File: config.mk
export PLATFORM = sky130hd
export DESIGN_NAME = uart_rx_frame_parser_flat
export DESIGN_NICKNAME = d
export VERILOG_FILES = /design/src/rtl/uart_frame_pkg.sv /design/src/rtl/uart_rx_frame_parser_if.sv /design/src/rtl/uart_frame_buf.sv /design/src/rtl/uart_rx_frame_parser.sv /design/src/flat_wrapper.sv
export SDC_FILE = /design/constraint.sdc
export NUM_CORES = 1
export LEC_CHECK = 0
export CORE_MARGIN = 1
export CORE_UTILIZATION = 55
export CTS_CLUSTER_SIZE = 20
export DETAILED_ROUTE_END_ITERATION = 8
export GPL_TIMING_DRIVEN = 0
export MAX_ROUTING_LAYER = met4
export PLACE_DENSITY_LB_ADDON = 0.08
export SETUP_SLACK_MARGIN = 0.05
export SLEW_MARGIN = 20
export SYNTH_ARGS = -nofsm -noshare
export SYNTH_HDL_FRONTEND = slang
export SYNTH_SLANG_ARGS = --single-unit
export TNS_END_PERCENT = 10
File: constraint.sdc
create_clock -name clk -period 2.1 [get_ports clk]
set_clock_uncertainty 0.05 [all_clocks]
set_input_delay 0.42 -clock clk [delete_from_list [all_inputs] [get_ports clk]]
set_output_delay 0.42 -clock clk [all_outputs]
set_load 0.03 [all_outputs]
File: src/rtl/uart_frame_pkg.sv
// Shared types for the UART RX frame parser.
// Holds parser states, error codes and the default start-of-frame marker.
package uart_frame_pkg;

    typedef enum logic [2:0] {
        S_HUNT    = 3'd0,
        S_LEN     = 3'd1,
        S_PAYLOAD = 3'd2,
        S_CSUM    = 3'd3,
        S_DRAIN   = 3'd4
    } state_t;

    typedef enum logic [1:0] {
        ERR_NONE    = 2'd0,
        ERR_LEN     = 2'd1,
        ERR_CSUM    = 2'd2,
        ERR_TIMEOUT = 2'd3
    } err_t;

    localparam logic [7:0] SOF_DEFAULT = 8'hA5;

endpackage

File: src/rtl/uart_rx_frame_parser_if.sv
// Payload byte stream leaving the frame parser.
// The parser drives it as master; the downstream consumer is the slave.
interface uart_rx_frame_parser_if;

    logic [7:0] m_data;
    logic       m_valid;
    logic       m_ready;
    logic       m_last;

    modport master (
        output m_data,
        output m_valid,
        output m_last,
        input  m_ready
    );

    modport slave (
        input  m_data,
        input  m_valid,
        input  m_last,
        output m_ready
    );

endinterface

File: src/rtl/uart_frame_buf.sv
// Payload holding buffer: one synchronous write port, one async read port.
// Contents are never reset; a frame always overwrites what it reads back.
module uart_frame_buf #(
    parameter  int MAX_LEN = 16,
    localparam int AW      = (MAX_LEN > 1) ? $clog2(MAX_LEN) : 1
) (
    input  logic          clk,
    input  logic          i_we,
    input  logic [AW-1:0] i_waddr,
    input  logic [7:0]    i_wdata,
    input  logic [AW-1:0] i_raddr,
    output logic [7:0]    o_rdata
);

    logic [7:0] r_mem [MAX_LEN];

    // Store one payload byte per accepted capture.
    always_ff @(posedge clk) begin
        if (i_we) begin
            r_mem[i_waddr] <= i_wdata;
        end
    end

    assign o_rdata = r_mem[i_raddr];

endmodule

File: src/rtl/uart_rx_frame_parser.sv
// Pops bytes from the RX FIFO, assembles SOF/LEN/PAYLOAD/CSUM frames and
// releases payload downstream only after the checksum matches.
module uart_rx_frame_parser
    import uart_frame_pkg::*;
#(
    parameter int         MAX_LEN        = 16,
    parameter logic [7:0] SOF_BYTE       = SOF_DEFAULT,
    parameter int         TIMEOUT_CYCLES = 208333
) (
    input  logic                   clk,
    input  logic                   rst,
    input  logic [7:0]             rx_data,
    input  logic                   rx_fifo_empty,
    output logic                   rx_rd_en,
    uart_rx_frame_parser_if.master m_if,
    output logic                   frame_ok,
    output logic                   frame_err,
    output logic [1:0]             err_code,
    output logic                   busy
);

    localparam int AW = (MAX_LEN > 1) ? $clog2(MAX_LEN) : 1;
    localparam int LW = $clog2(MAX_LEN + 1);
    localparam int TW = $clog2(TIMEOUT_CYCLES + 1);

    state_t        r_state,      w_state_nxt;
    logic          r_rd_pending, w_rd_pending_nxt;
    logic [LW-1:0] r_len,        w_len_nxt;
    logic [7:0]    r_sum,        w_sum_nxt;
    logic [AW-1:0] r_wr_idx,     w_wr_idx_nxt;
    logic [AW-1:0] r_rd_idx,     w_rd_idx_nxt;
    logic [TW-1:0] r_timer,      w_timer_nxt;
    logic [7:0]    r_m_data,     w_m_data_nxt;
    logic          r_m_valid,    w_m_valid_nxt;
    logic          r_m_last,     w_m_last_nxt;
    logic          r_frame_ok,   w_frame_ok_nxt;
    logic          r_frame_err,  w_frame_err_nxt;
    err_t          r_err_code,   w_err_code_nxt;

    logic          w_in_frame;
    logic          w_timeout;
    logic          w_cap;
    logic          w_rd_req;
    logic          w_xfer;
    logic          w_len_ok;
    logic          w_last_wr;
    logic [AW-1:0] w_rd_next;
    logic [AW-1:0] w_rd_addr;
    logic [7:0]    w_buf_rdata;
    logic          w_buf_we;

    assign w_in_frame = (r_state == S_LEN) ||
                        (r_state == S_PAYLOAD) ||
                        (r_state == S_CSUM);

    // A byte landing in the expiry cycle is lost: expiry takes priority.
    assign w_timeout = w_in_frame &&
                       (r_timer == TW'(TIMEOUT_CYCLES - 1));
    assign w_cap     = r_rd_pending && !w_timeout;

    // One pop in flight at most; the stream is never fed while draining.
    assign w_rd_req  = (r_state != S_DRAIN) && !rx_fifo_empty &&
                       !r_rd_pending && !w_timeout;
    assign rx_rd_en  = rst && w_rd_req;

    assign w_xfer    = r_m_valid && m_if.m_ready;
    assign w_len_ok  = (rx_data != 8'd0) && (int'(rx_data) <= MAX_LEN);
    assign w_last_wr = (LW'(r_wr_idx) == r_len - LW'(1));
    assign w_rd_next = r_rd_idx + AW'(1);

    // Read address anticipates the byte loaded on the next accepted edge.
    assign w_rd_addr = (r_state == S_DRAIN) ? w_rd_next : '0;
    assign w_buf_we  = w_cap && (r_state == S_PAYLOAD);

    uart_frame_buf #(
        .MAX_LEN (MAX_LEN)
    ) u_buf (
        .clk     (clk),
        .i_we    (w_buf_we),
        .i_waddr (r_wr_idx),
        .i_wdata (rx_data),
        .i_raddr (w_rd_addr),
        .o_rdata (w_buf_rdata)
    );

    // Next-state and next-output decode for the frame FSM.
    always_comb begin
        w_state_nxt      = r_state;
        w_rd_pending_nxt = w_rd_req;
        w_len_nxt        = r_len;
        w_sum_nxt        = r_sum;
        w_wr_idx_nxt     = r_wr_idx;
        w_rd_idx_nxt     = r_rd_idx;
        w_timer_nxt      = r_timer;
        w_m_data_nxt     = r_m_data;
        w_m_valid_nxt    = r_m_valid;
        w_m_last_nxt     = r_m_last;
        w_frame_ok_nxt   = 1'b0;
        w_frame_err_nxt  = 1'b0;
        w_err_code_nxt   = r_err_code;

        if (w_in_frame) begin
            w_timer_nxt = r_timer + TW'(1);
        end
        if (w_cap) begin
            w_timer_nxt = '0;
        end

        unique case (r_state)
            S_HUNT: begin
                if (w_cap && rx_data == SOF_BYTE) begin
                    w_state_nxt = S_LEN;
                    w_sum_nxt   = 8'd0;
                    w_timer_nxt = '0;
                end
            end
            S_LEN: begin
                if (w_cap) begin
                    if (w_len_ok) begin
                        w_len_nxt    = LW'(rx_data);
                        w_sum_nxt    = rx_data;
                        w_wr_idx_nxt = '0;
                        w_state_nxt  = S_PAYLOAD;
                    end else begin
                        w_frame_err_nxt = 1'b1;
                        w_err_code_nxt  = ERR_LEN;
                        w_state_nxt     = S_HUNT;
                    end
                end
            end
            S_PAYLOAD: begin
                if (w_cap) begin
                    w_sum_nxt    = r_sum + rx_data;
                    w_wr_idx_nxt = r_wr_idx + AW'(1);
                    if (w_last_wr) begin
                        w_state_nxt = S_CSUM;
                    end
                end
            end
            S_CSUM: begin
                if (w_cap) begin
                    if (rx_data == r_sum) begin
                        w_frame_ok_nxt = 1'b1;
                        w_rd_idx_nxt   = '0;
                        w_m_valid_nxt  = 1'b1;
                        w_m_data_nxt   = w_buf_rdata;
                        w_m_last_nxt   = (r_len == LW'(1));
                        w_state_nxt    = S_DRAIN;
                    end else begin
                        w_frame_err_nxt = 1'b1;
                        w_err_code_nxt  = ERR_CSUM;
                        w_state_nxt     = S_HUNT;
                    end
                end
            end
            S_DRAIN: begin
                if (w_xfer) begin
                    if (r_m_last) begin
                        w_m_valid_nxt = 1'b0;
                        w_m_last_nxt  = 1'b0;
                        w_state_nxt   = S_HUNT;
                    end else begin
                        w_rd_idx_nxt = w_rd_next;
                        w_m_data_nxt = w_buf_rdata;
                        w_m_last_nxt = (LW'(w_rd_next) ==
                                        r_len - LW'(1));
                    end
                end
            end
            default: begin
                w_state_nxt = S_HUNT;
            end
        endcase

        if (w_timeout) begin
            w_frame_ok_nxt  = 1'b0;
            w_frame_err_nxt = 1'b1;
            w_err_code_nxt  = ERR_TIMEOUT;
            w_timer_nxt     = '0;
            w_state_nxt     = S_HUNT;
        end
    end

    // State and datapath registers.
    always_ff @(posedge clk or negedge rst) begin
        if (!rst) begin
            r_state      <= S_HUNT;
            r_rd_pending <= 1'b0;
            r_len        <= '0;
            r_sum        <= 8'd0;
            r_wr_idx     <= '0;
            r_rd_idx     <= '0;
            r_timer      <= '0;
            r_m_data     <= 8'd0;
            r_m_valid    <= 1'b0;
            r_m_last     <= 1'b0;
            r_frame_ok   <= 1'b0;
            r_frame_err  <= 1'b0;
            r_err_code   <= ERR_NONE;
        end else begin
            r_state      <= w_state_nxt;
            r_rd_pending <= w_rd_pending_nxt;
            r_len        <= w_len_nxt;
            r_sum        <= w_sum_nxt;
            r_wr_idx     <= w_wr_idx_nxt;
            r_rd_idx     <= w_rd_idx_nxt;
            r_timer      <= w_timer_nxt;
            r_m_data     <= w_m_data_nxt;
            r_m_valid    <= w_m_valid_nxt;
            r_m_last     <= w_m_last_nxt;
            r_frame_ok   <= w_frame_ok_nxt;
            r_frame_err  <= w_frame_err_nxt;
            r_err_code   <= w_err_code_nxt;
        end
    end

    assign m_if.m_data  = r_m_data;
    assign m_if.m_valid = r_m_valid;
    assign m_if.m_last  = r_m_last;
    assign frame_ok     = r_frame_ok;
    assign frame_err    = r_frame_err;
    assign err_code     = r_err_code;
    assign busy         = (r_state != S_HUNT);

endmodule
File: src/flat_wrapper.sv
// flat-port wrapper written by rule: the top's interface ports become plain ports
module uart_rx_frame_parser_flat import uart_frame_pkg::*;
#(
    parameter int         MAX_LEN        = 16,
    parameter logic [7:0] SOF_BYTE       = SOF_DEFAULT,
    parameter int         TIMEOUT_CYCLES = 208333
)
  (clk, rst, rx_data, rx_fifo_empty, rx_rd_en, frame_ok, frame_err, err_code, busy, m_if_m_data, m_if_m_valid, m_if_m_last, m_if_m_ready);
  uart_rx_frame_parser_if m_if_i ();
  input  logic clk;
  input  logic rst;
  input  logic [7:0] rx_data;
  input  logic rx_fifo_empty;
  output logic rx_rd_en;
  output logic frame_ok;
  output logic frame_err;
  output logic [1:0] err_code;
  output logic busy;
  output wire logic [$bits(m_if_i.m_data)-1:0] m_if_m_data;
  output wire logic [$bits(m_if_i.m_valid)-1:0] m_if_m_valid;
  output wire logic [$bits(m_if_i.m_last)-1:0] m_if_m_last;
  input wire logic [$bits(m_if_i.m_ready)-1:0] m_if_m_ready;
  assign m_if_m_data = m_if_i.m_data;
  assign m_if_m_valid = m_if_i.m_valid;
  assign m_if_m_last = m_if_i.m_last;
  assign m_if_i.m_ready = m_if_m_ready;
  uart_rx_frame_parser #(.MAX_LEN(MAX_LEN), .SOF_BYTE(SOF_BYTE), .TIMEOUT_CYCLES(TIMEOUT_CYCLES)) u_core (.clk(clk), .rst(rst), .rx_data(rx_data), .rx_fifo_empty(rx_fifo_empty), .rx_rd_en(rx_rd_en), .m_if(m_if_i), .frame_ok(frame_ok), .frame_err(frame_err), .err_code(err_code), .busy(busy));
endmodule
==> impl_metrics.env <==
export IMPL_path_buf_inv=1
export IMPL_dpl_hpwl_um=12490
export IMPL_finalPower_mw=7.663
export IMPL_n_antenna_cell=0
export IMPL_cp_cell_sequence="nor4bb_2 > nand4_1 > o21ai_4 > nor3_2 > and2_4 > buf_6"
export IMPL_max_freq_mhz=404.1
export IMPL_drive_gt1_frac=0.2961
export IMPL_viasPerCell=6.257
export IMPL_syn_area_per_cell_sq_um=13.42
export IMPL_avgRoutedWirePerCell_um=22.06
export IMPL_timing_final_ws_setup_ns=-0.3746
export IMPL_pwr_density_cell_mw_per_mm2=728.0
export IMPL_slew_headroom=0.6492
export IMPL_vdd_drop_max_mv=0.5710
export IMPL_drc=0
export IMPL_tightestPinTransition_ns=0.5262
export IMPL_grt_pass1_wl_um=31600
export IMPL_portBuffers=27
export IMPL_syn_nets=657
export IMPL_core_sq_mm=0.01475
export IMPL_finalSetupViolCount=160
export IMPL_die_h_um=125.8
export IMPL_maxCapViolations=0
export IMPL_place_congestion=0.8736
export IMPL_synthArstFlopShare=0.3081
export IMPL_whs_ns=0.3392
export IMPL_cts_buffers=17
export IMPL_rows=44
export IMPL_startpoint_type="flip-flop"
export IMPL_antenna_found_initial=0
export IMPL_start_util=0.5712
export IMPL_min_path_type="primary input to flip-flop"
export IMPL_ant_nets=0
export IMPL_synth_edf_count=128
export IMPL_grt_overflow=0
export IMPL_rsz0062_at_grt="true"
export IMPL_dieArea_sq_mm=0.01582
export IMPL_cp_data_required_time_ns=1.63
export IMPL_violations="setup timing"
export IMPL_cp_end_kind="output pin"
export IMPL_clkSinkCount=185
export IMPL_fin_nets=742
export IMPL_fin_crit_ns=2.475
export IMPL_crit_family="simple AND/OR/NAND/NOR gates"
export IMPL_synth_flop_cell="edfxtp_1"
export IMPL_slowest_stage="dfrtp_1"
export IMPL_yosysUniqueCellTypes=77
export IMPL_yosysWarningCount=0
export IMPL_yosysSeqAreaShare=0.6253
export IMPL_path_max_fanout=5
export IMPL_netlist_area_sq_mm=0.008428
export IMPL_report_final_slew_viol_count=0
export IMPL_totalWireLength_um=20080
export IMPL_via_count=5694
export IMPL_synthTopCellsByArea="edfxtp_1 (46%), dfrtp_1 (17%), mux2i_1 (3.0%)"
export IMPL_clk_latency_ns=0.44
export IMPL_clk_pin_slew_ns=0.07
export IMPL_hold_viol_final=0
export IMPL_yosys_register_bits=185
export IMPL_cts_path_max_buffers=2
export IMPL_drtIter0Drc=580
export IMPL_path_class="flip-flop to output pin"
export IMPL_final_core_util=0.7135
export IMPL_ios=28
export IMPL_arrival_ns=2.00
export IMPL_h_tree_depth=4
export IMPL_grt_total_usage=0.2776
export IMPL_synthCells=628
export IMPL_grt_max_degree=32
export IMPL_p_leak_nw=3.865
export IMPL_clock_root_buffer="clkbuf_16"
export IMPL_syn_to_final_growth_pct=24.90
export IMPL_yosys_area_top_type="edfxtp_1"
export IMPL_tritoncts="built"
export IMPL_grt_pass1_vias=5764
export IMPL_min_period_over_period=1.178
export IMPL_drt_pass1_iter_count=5
export IMPL_reg2reg_setup_slack_ns=-0.29
export IMPL_synth_top_area_share=0.4561
export IMPL_max_stage_delay_ns=0.45
export IMPL_die_width_um=125.8
export IMPL_status="complete, but fails checks"
-- synthesized netlist by cell type (4+ instances only) --
library cell	count
edfxtp_1	128
clkbuf_1	8
dfrtp_1	57
buf_2	8
o22ai_1	11
o21ai_1	11
nor4b_1	4
mux2i_1	25
o221ai_1	7
xor2_1	15
a22oi_1	5
and2_1	25
xnor2_1	18
nand2_1	55
mux2_2	6
mux4_2	11
inv_1	11
nor2_1	36
a21oi_1	36
o21ai_0	19
nor4_1	5
nand3_1	11
nor3_1	10
ha_1	16
nor2b_1	4
or3_1	4
nand4_1	5
-- worst register-to-register path: stages, from the launching register on --
cell and delay [ns]:
dfrtp_1 0.45, nor4bb_2 0.33, nand4_1 0.24, buf_4 0.22, o211a_4 0.27, o21ai_4 0.25, buf_4 0.16, mux2_1 0.30
-- state kept, by name (all words and copies together), names as in the netlist --
name                 cells
u_core.r_len             5
u_core.r_rd_idx          4
u_core.r_timer          18
u_core.frame_err         1
u_core.m_if.m_data       8
u_core.m_if.m_valid      1
u_core.u_buf.r_mem     128
u_core.r_state           3
u_core.frame_ok          1
u_core.m_if.m_last       1
u_core.r_rd_pending      1
u_core.r_wr_idx          4
u_core.r_sum             8
u_core.err_code          2
-- worst paths after layout --
kind | start | end | cells after the start
setup / recovery | u_core.r_timer[4] | rx_rd_en | 6
setup reg to reg | u_core.r_timer[4] | u_core.r_rd_idx[0] | 7
max in group asynchronous | rst | u_core.r_len[0] | 3
hold reg to reg | u_core.m_if.m_data[0] | u_core.m_if.m_data[0] | 2
hold / removal | rx_data[4] | u_core.u_buf.r_mem[7][4] | 1
min in group asynchronous | rst | u_core.r_timer[11] | 3
-- cell families (layout without fill, tap and decap cells) --
kind of cell / after synthesis / after routing / share of synthesized area
AOI/OAI and AO/OA: 124 / 124 / 0.09620
xor gates and xnor gates: 34 / 34 / 0.03622
buffers and inverters: 33 / 131 / 0.01960
muxes: 46 / 46 / 0.07601
adders and majority gates: 17 / 17 / 0.02613
DFF: 185 / 185 / 0.6253
and+or+nand+nor: 189 / 189 / 0.1205
-- what timing repair did --
action,in CTS,in global routing
gates cloned,1,0
endpoints found under the setup margin,181,176
pin swaps,22,24
setup buffers,22,13
hold endpoints to repair,27,0
hold buffers,2,0
resized for setup,133,70
-- per-stage QoR --
| step | setup slack [ns] | TNS [ns] | cells | instance area, sq um |
|---|---|---|---|---|
| floorplan | -0.08680 | -4.067 | 628 | 8457 |
| global placement | -2.199 | -181.16 | 839 | 8957 |
| detailed placement | -1.433 | -112.38 | 840 | 8975 |
| CTS | -0.3978 | -26.12 | 897 | 10130 |
| global route | -0.4995 | -50.50 | 910 | 10530 |
| finish | -0.3746 | -32.55 | 910 | 10530 |
-- area by class of cell --
class | instances | area, sq um
inverters | 12 | 45.04
well taps | 184 | 230.2
multi-input cells | 410 | 3545
clock buffers | 20 | 446.7
fillers | 984 | 4228
repair buffers | 66 | 605.6
flip-flops and latches | 185 | 5273
clock inverters | 12 | 220.2
plain buffers | 21 | 161.4
-- routing by layer --
layer / vias to the layer above / share of wire / track usage
li1: 2563 / - / -
met1: 2877 / 0.42 / 0.3473
met2: 216 / 0.51 / 0.4529
met3: 38 / 0.050 / 0.05055
met4: 0 / 0.023 / 0.1077
met5: - / 0 / -
-- layout by cell type, fill, tap and decap left out, types with 5 or more instances in the layout --
cell type | netlist | final
a21oi_1 | 36 | 25
a21oi_2 | 0 | 11
a22oi_1 | 5 | 5
and2_1 | 25 | 7
and2_4 | 0 | 19
buf_2 | 8 | 5
buf_4 | 2 | 35
buf_6 | 1 | 10
bufinv_16 | 0 | 6
clkbuf_1 | 8 | 6
clkbuf_16 | 0 | 17
clkbuf_2 | 0 | 5
clkdlybuf4s50_1 | 0 | 14
dfrtp_1 | 57 | 55
edfxtp_1 | 128 | 128
ha_1 | 16 | 9
ha_4 | 0 | 6
inv_1 | 11 | 9
mux2_2 | 6 | 6
mux2i_1 | 25 | 22
mux4_2 | 11 | 12
nand2_1 | 55 | 51
nand3_1 | 11 | 10
nand4_1 | 5 | 5
nor2_1 | 36 | 32
nor3_2 | 1 | 6
o21ai_0 | 19 | 17
o21ai_1 | 11 | 8
o22ai_1 | 11 | 9
xnor2_1 | 18 | 16
xor2_1 | 15 | 15
-- power by group --
group	total (mW)	internal [mW]	switching [mW]
Sequential	3.91	3.91	0.0000555
Combinational	0.151	0.0432	0.108
Clock	3.61	2.26	1.34
Note: power is estimated with default switching activity, not from simulation.
